$ cat config.mk
export PLATFORM = sky130hd
export DESIGN_NAME = sar_adc_seq
export DESIGN_NICKNAME = d
export VERILOG_FILES = /design/src/rtl/sar_adc_seq.sv
export SDC_FILE = /design/constraint.sdc
export NUM_CORES = 1
export LEC_CHECK = 0
export ABC_AREA = 1
export CELL_PAD_IN_SITES_DETAIL_PLACEMENT = 1
export CELL_PAD_IN_SITES_GLOBAL_PLACEMENT = 1
export CORE_AREA = 2 2 86 88
export DETAILED_ROUTE_END_ITERATION = 10
export DIE_AREA = 0 0 88 90
export GPL_ROUTABILITY_DRIVEN = 0
export PLACE_DENSITY_LB_ADDON = 0.1
export SLEW_MARGIN = 15
export SYNTH_ARGS = -nofsm -noshare
export SYNTH_HDL_FRONTEND = slang
export SYNTH_SLANG_ARGS = --single-unit
export TNS_END_PERCENT = 1
$ cat constraint.sdc
create_clock -name CLK -period 3.7 [get_ports CLK]
set_clock_uncertainty 0.1 [all_clocks]
set_input_delay 0.555 -clock CLK [delete_from_list [all_inputs] [get_ports CLK]]
set_output_delay 0.555 -clock CLK [all_outputs]
set_load 0.1 [all_outputs]
$ cat src/rtl/sar_adc_seq.sv
// sar_adc_seq - successive-approximation sequencer for the SAR ADC macro.
//
// Runs a sample window, then a binary search on the capacitive DAC (one
// comparator decision per cycle, MSB first). It can average 2^a conversions
// per result and can run back-to-back in continuous mode.
//
// Ports:
//   CLK      conversion clock; all state changes on the rising edge
//   RST      asynchronous, active-high reset
//   GO       level start request, only looked at in IDLE
//   CONT     continuous mode, looked at when a result is produced
//   AVG_SEL  averaging exponent a (clamped to MAX_AVG_LOG2)
//   CMP      comparator: 1 = analog input >= DAC trial level
//   SAMPLE   sample-switch enable
//   DAC      registered trial code driven to the cap DAC
//   RESULT   averaged result, held until the next VALID
//   VALID    one-cycle strobe, RESULT was updated for this cycle
//   BUSY     high whenever the sequencer is not idle
//
// state  | meaning
// IDLE   | waiting for GO, DAC parked at 0
// SAMPLE | sample switch closed for SAMPLE_CYCLES cycles
// CONV   | one comparator decision per cycle, MSB first

module sar_adc_seq #(
    parameter int NBITS         = 8,
    parameter int SAMPLE_CYCLES = 2,
    parameter int MAX_AVG_LOG2  = 3,
    parameter int AW            = 2
) (
    input  logic             CLK,
    input  logic             RST,
    input  logic             GO,
    input  logic             CONT,
    input  logic [AW-1:0]    AVG_SEL,
    input  logic             CMP,
    output logic             SAMPLE,
    output logic [NBITS-1:0] DAC,
    output logic [NBITS-1:0] RESULT,
    output logic             VALID,
    output logic             BUSY
);

    localparam int ACCW = NBITS + MAX_AVG_LOG2;
    localparam int CW   = (MAX_AVG_LOG2 > 0) ? MAX_AVG_LOG2 : 1;
    localparam int SCW  = $clog2(SAMPLE_CYCLES + 1);
    localparam int BW   = $clog2(NBITS);

    typedef enum logic [1:0] {
        ST_IDLE,
        ST_SAMPLE,
        ST_CONV
    } state_t;

    state_t          state;
    logic [SCW-1:0]  samp_cnt;   // sample cycles left after the current one
    logic [BW-1:0]   bit_idx;    // index of the bit under trial
    logic [CW-1:0]   rem;        // conversions still to run after this one
    logic [AW-1:0]   a_eff;
    logic [ACCW-1:0] acc;

    logic [NBITS-1:0] trial_mask;
    logic [NBITS-1:0] decided;
    logic [ACCW-1:0]  sum;
    logic [NBITS-1:0] avg;

    function automatic logic [AW-1:0] clamp_avg(input logic [AW-1:0] a);
        if (int'(a) > MAX_AVG_LOG2)
            return AW'(MAX_AVG_LOG2);
        return a;
    endfunction

    // Number of repeats after the first conversion: 2^a - 1.
    function automatic logic [CW-1:0] reps(input logic [AW-1:0] a);
        return CW'((32'd1 << a) - 32'd1);
    endfunction

    // Code with the current trial bit resolved by the comparator.
    always_comb begin
        trial_mask = NBITS'(1) << bit_idx;
        decided    = CMP ? DAC : (DAC & ~trial_mask);
        sum        = acc + ACCW'(decided);
        avg        = NBITS'(sum >> a_eff);
    end

    always_ff @(posedge CLK or posedge RST) begin
        if (RST) begin
            state    <= ST_IDLE;
            SAMPLE   <= 1'b0;
            DAC      <= '0;
            RESULT   <= '0;
            VALID    <= 1'b0;
            BUSY     <= 1'b0;
            samp_cnt <= '0;
            bit_idx  <= '0;
            rem      <= '0;
            a_eff    <= '0;
            acc      <= '0;
        end else begin
            VALID <= 1'b0;
            case (state)
                ST_IDLE: begin
                    if (GO) begin
                        state    <= ST_SAMPLE;
                        SAMPLE   <= 1'b1;
                        BUSY     <= 1'b1;
                        DAC      <= '0;
                        a_eff    <= clamp_avg(AVG_SEL);
                        rem      <= reps(clamp_avg(AVG_SEL));
                        acc      <= '0;
                        samp_cnt <= SCW'(SAMPLE_CYCLES - 1);
                    end
                end

                ST_SAMPLE: begin
                    if (samp_cnt == '0) begin
                        state   <= ST_CONV;
                        SAMPLE  <= 1'b0;
                        DAC     <= NBITS'(1) << (NBITS - 1);
                        bit_idx <= BW'(NBITS - 1);
                    end else begin
                        samp_cnt <= samp_cnt - SCW'(1);
                    end
                end

                ST_CONV: begin
                    if (bit_idx != '0) begin
                        DAC     <= decided | (trial_mask >> 1);
                        bit_idx <= bit_idx - BW'(1);
                    end else begin
                        samp_cnt <= SCW'(SAMPLE_CYCLES - 1);
                        DAC      <= '0;
                        if (rem != '0) begin
                            // Internal repeat of the averaging set.
                            rem    <= rem - CW'(1);
                            acc    <= sum;
                            state  <= ST_SAMPLE;
                            SAMPLE <= 1'b1;
                        end else begin
                            RESULT <= avg;
                            VALID  <= 1'b1;
                            acc    <= '0;
                            if (CONT) begin
                                state  <= ST_SAMPLE;
                                SAMPLE <= 1'b1;
                                a_eff  <= clamp_avg(AVG_SEL);
                                rem    <= reps(clamp_avg(AVG_SEL));
                            end else begin
                                state <= ST_IDLE;
                                BUSY  <= 1'b0;
                            end
                        end
                    end
                end

                default: begin
                    state <= ST_IDLE;
                    BUSY  <= 1'b0;
                end
            endcase
        end
    end

endmodule

* Word-level counts from Yosys, hierarchy flattened
Cells that the tools add are included.
** Storage, ports and cells
- Register bits after elaboration :: 42
- Word-level logic and storage cells :: 97
- Bits of input ports :: 7
** Operators by class
- Equal/unequal tests :: 11
- Reductions and logical operators :: 17
- Shift operators :: 3
- Bitwise logic cells :: 6
- $add $sub $neg :: 5
- Multiplexer cells :: 44
** Operators by type and width (number)
- $mux W11 :: 3
- $mux W8 :: 4
- $pmux W8 S3 :: 1
- $pmux W11 S2 :: 1
- $mux W2 :: 9
- $mux W3 :: 6
- $ne A2 B2 Y1 const B :: 8
- $reduce_and A3 Y1 :: 5
- $reduce_and A5 Y1 :: 3
- $mux W1 :: 13
- $pmux W2 S3 :: 2
- $pmux W3 S2 :: 2
- $add A11 B8 Y11 :: 1
- $shr A11 B2 Y8 :: 1
- $reduce_bool A3 Y1 :: 3
- $sub A3 B1 Y3 const B :: 3
- $and A8 B8 Y8 :: 1
- $not A8 Y8 :: 1
- $or A8 B7 Y8 :: 1
- $reduce_and A4 Y1 :: 2
- $shl A1 B3 Y8 const A :: 1
- $pmux W1 S3 :: 2
- $logic_not A2 Y1 :: 2
- $pmux W2 S2 :: 1
- other kinds (7) :: 10

* Depth between registers and ports, before layout
- Depth after elaboration :: 8
- Gate-level depth with buffers :: 21
- Depth with buffers taken out :: 21

* Worst setup path before layout
No wires, ideal clock.
- Path type :: reg2reg
- Start point :: reg bit_idx[0]
- End point :: reg RESULT[3]
- Library setup time :: 120 ps
- Cell stages (with the launch flop) :: 20
- Buffers on the path :: 0
- Slack :: 987 ps
- Required time :: 3480 ps
- Data arrival time :: 2494 ps
- Cell sequence :: dfrtp_1 > inv_1 > ha_1 > inv_1 > nor2_4 > inv_1 > o21ai_0 > inv_1 > ha_1 > fa_1 > nand2_1 > nand2_1 > and2_1 > or2_1 > nand2_1 > nand2_1 > nand3_1 > nand2_1 > nand2_1 > nand2_1
** Between the ends
- Cells in the longest elaborated chain, start to end :: 6
- Elaborated cells on any way between the ends :: 9
** RTL lines
- start, declared :: line 57 : logic [BW-1:0] bit_idx;
- start signal, assigned :: line 120 : bit_idx <= BW'(NBITS - 1);
- start signal, assigned :: line 129 : bit_idx <= bit_idx - BW'(1);
- $shl A1 B3 Y8 :: line 80 : trial_mask = NBITS'(1) << bit_idx;
- $not A8 Y8 :: line 81 : decided = CMP ? DAC : (DAC & ~trial_mask);
- $and A8 B8 Y8 :: line 81
- $mux W8 :: line 81
- $add A11 B8 Y11 :: line 82 : sum = acc + ACCW'(decided);
- $shr A11 B2 Y8 :: line 83 : avg = NBITS'(sum >> a_eff);
- end signal, assigned :: line 140 : RESULT <= avg;
- end, declared :: line 39 : output logic [NBITS-1:0] RESULT,
Several ways; a longest one is shown, not always the timed one.
A chain may end at the register's enable or synchronous reset.

* Worst setup path after layout
- Start point :: reg bit_idx[0]
- End point :: reg RESULT[6]
Same word-level chain as after synthesis.

==> reports/qor.yml <==
run_status:
  outcome: "completed"
sta:
  whs_ps: 398
  finalCriticalPeriod_ps: 3240
  maxSlewViolCount: 0
  hold_viol: 0
  finalSetupTns_ps: 0
  grt_setup_unrepaired: "no"
  slew_headroom: 0.354
  setup_viol: 0
  max_freq_mhz: 309
  period_share: 0.875
  tightest_slew_ps: 966
  layout_setup_ws_ps: 461
drt:
  drcViolationCount: 0
  finalWirelength_um: 7600
  antenna_left: 0
  vias_per_cell: 4.99
  dr_total_vias: 2580
  dr.first_iter.drc_count: 112
  drt_first_pass_iters: 4
  routedWlPerCell_um: 14.7
worst_setup_path:
  arrival_ps: 3330
  startpoint_type: "register"
  endpoint_kind: "register"
  reg2reg_from: "bit_idx[0]$_DFFE_PP0P_"
  crit_family: "simple AND/OR/NAND/NOR gates"
  slowest_stage: "dfrtp_1"
  critPathMaxStageDelay_ps: 410
  path_common_cell: "nand2_1"
  rrSetupSlack_ps: 460
  startpoint: "bit_idx[0]$_DFFE_PP0P_"
  crit_fanout: 5
  crit_type: "reg -> reg"
  r2r_cells: 21
  path_cells: "inv_1 > ha_1 > inv_1 > nor2_4 > inv_1 > o21ai_0 > inv_1 > ha_1 > fa_1 > nand2_1 > nand2_1 > nand3_1 > nand2_1 > nand2_1 > nand3_1 > nand2_1 > inv_1 > nand2_1 > nand2_1 > nand2_1 > nand2_1"
  worstPathBufferInverterCount: 5
  rr_endpoint: "RESULT[6]$_DFFE_PP0P_"
  required_ps: 3790
die:
  die_h_um: 90
  initial_core_util: 0.403
  num_rows: 31
  die_area_um2: 7920
  die_w_um: 88
  pin_count: 26
  core_um2: 7020
worst_hold_path:
  hold_end: "RESULT[3]$_DFFE_PP0P_"
  hp-class: "reg -> reg"
  hp-start: "RESULT[3]$_DFFE_PP0P_"
  holdPathStages: 2
cts:
  cts_sinks: 42
  clock_path_buffers: 2
  clk_latency_ps: 300
  cts_buffers: 5
  cts_tree: "built"
  cts.htree.levels: 2
  cts-root-buf: "clkbuf_8"
  cts_setup_buffers: 0
  clk_pin_slew_worst_paths_ps: 80
  cts_resized: 0
  ctsHoldBuffers: 0
global_routing:
  grt_pass1_vias: 2738
  grt_util_met2: 0.346
  grt_use_total: 0.212
  met1_usage: 0.292
  grt_max_degree: 29
  gr-total-overflow: 0
  grt_pass1_wl_um: 13200
  grtUsageMet3: 0.0331
  antenna_found_initial: 0
  gr-max-usage-layer: "met2"
logic_synthesis:
  synth_cell_types: 35
  synth_area_um2: 2830
  synth.yosys.warnings: 0
  avgSynthCellArea_um2: 7.26
  ys_ff_latch: 42
  syn_nets: 419
  ys_seq_area_frac: 0.371
  syn_inst: 390
cells_and_area:
  nFillCells: 893
  antenna_cells: 0
  drive_gt1_frac: 0.0598
  area_delta_synth_final_pct: 15.6
  multi_input_area_um2: 1490
  ff_latch_area_um2: 1050
  layout.nets: 448
pwr:
  power_mw: 2.25
  power.density_nw_per_um2: 688
  peakVddDrop_v: 0.000393
  p_leak_nw: 1.67
flow_run:
  drv_cap: 0
placed_design:
  hpwl_um: 6170
  io_buffers: 25
  dpl_worst_slack_ps: 500
-- layout by cell type, fill, tap and decap left out, types with 5 or more instances in the layout --
| cell type | count |
|---|---|
| clkbuf_8 | 6 |
| dfrtp_1 | 42 |
| nand3_1 | 37 |
| nor2_1 | 33 |
| o21ai_0 | 23 |
| inv_1 | 60 |
| inv_2 | 5 |
| o21ai_1 | 5 |
| a21oi_1 | 18 |
| clkdlybuf4s50_1 | 25 |
| nand2_1 | 100 |
| nor2_4 | 5 |
| o22ai_1 | 9 |
| ha_1 | 21 |
-- worst max-delay path by stage --
| stage | cells past startpoint | end | slack [ps] |
|---|---|---|---|
| 2_1_floorplan | 19 | RESULT[3]$_DFFE_PP0P_ | 990 |
| 3_3_place_gp | 19 | RESULT[7]$_DFFE_PP0P_ | 600 |
| 3_5_place_dp | 19 | RESULT[3]$_DFFE_PP0P_ | 500 |
| 4_1_cts | 21 | RESULT[6]$_DFFE_PP0P_ | 450 |
| 5_1_grt | 21 | RESULT[6]$_DFFE_PP0P_ | 250 |
| 6_report | 21 | RESULT[6]$_DFFE_PP0P_ | 460 |
-- state kept, by name (all words and copies together), names as in the netlist, 2 cells and up --
register and flops:
DAC 8, samp_cnt 2, rem 3, state 2, acc 11, RESULT 8
bit_idx 3, a_eff 2
-- report_power, final --
part / internal (mW) / leakage (nW) / total, mW / switching, mW
Combinational: 0.363 / 1.11 / 1.28 / 0.922
Clock: 0.144 / 0.0431 / 0.301 / 0.156
Sequential: 0.565 / 0.519 / 0.664 / 0.0992
-- stage by stage --
step / cell area (um2) / util / instances
global placement: 3190 / 0.454 / 511
finish: 3270 / 0.466 / 517
CTS: 3270 / 0.466 / 517
detailed placement: 3190 / 0.454 / 511
global route: 3270 / 0.466 / 517
floorplan: 2830 / - / 390
-- logic make-up after synthesis --
group,count (synthesis),share of synthesized area
adder cells (fa/ha/maj),22,0.0999
XOR/XNOR,3,0.00929
AND/OR/NAND/NOR,186,0.286
buffers and inverters,72,0.101
flip-flops,42,0.371
AO/OA/AOI/OAI,65,0.133
-- per-layer routing --
metal,vias up,part of all wire
met5,-,0
met4,0,0.011
met3,6,0.014
met2,18,0.49
met1,1248,0.49
li1,1308,-
-- tightest hold or removal path: stages, from the launching register on --
cell     delay [ps]
dfrtp_1         360
nand2_1          50
nand2_1          60
-- final cells by class --
type                            instances  area share
Sequential cell                        42       0.321
Multi-Input combinational cell        276       0.457
Timing Repair Buffer                   27      0.0811
Inverter                               67      0.0777
Clock buffer                            6      0.0252
Tap cell                               99      0.0379
-- cell usage after synthesis --
master,n,share of area
buf_2,1,0.0018
nor2_1,33,0.044
clkbuf_1,2,0.0027
xnor2_1,1,0.0031
nand2_2,1,0.0022
dfrtp_1,42,0.37
buf_6,1,0.0040
or2_1,1,0.0022
inv_4,1,0.0022
or2_2,2,0.0044
and2_1,1,0.0022
o21ai_1,5,0.0088
inv_1,61,0.081
nand2_1,100,0.13
nand3_1,37,0.065
a21o_1,1,0.0027
nand3b_1,2,0.0053
nor3_1,2,0.0035
fa_1,1,0.0071
a21oi_4,1,0.0057
a21boi_0,1,0.0027
nand4_1,2,0.0044
a22o_2,2,0.0071
o22ai_1,9,0.020
o31ai_1,2,0.0053
clkinv_1,1,0.0013
a31oi_1,2,0.0044
buf_4,1,0.0027
ha_1,21,0.093
a21oi_1,18,0.032
nor2_4,5,0.020
inv_2,4,0.0053
xor2_1,2,0.0062
o21ai_0,23,0.041
a32o_1,1,0.0035
(Power assumes the default switching activity.)
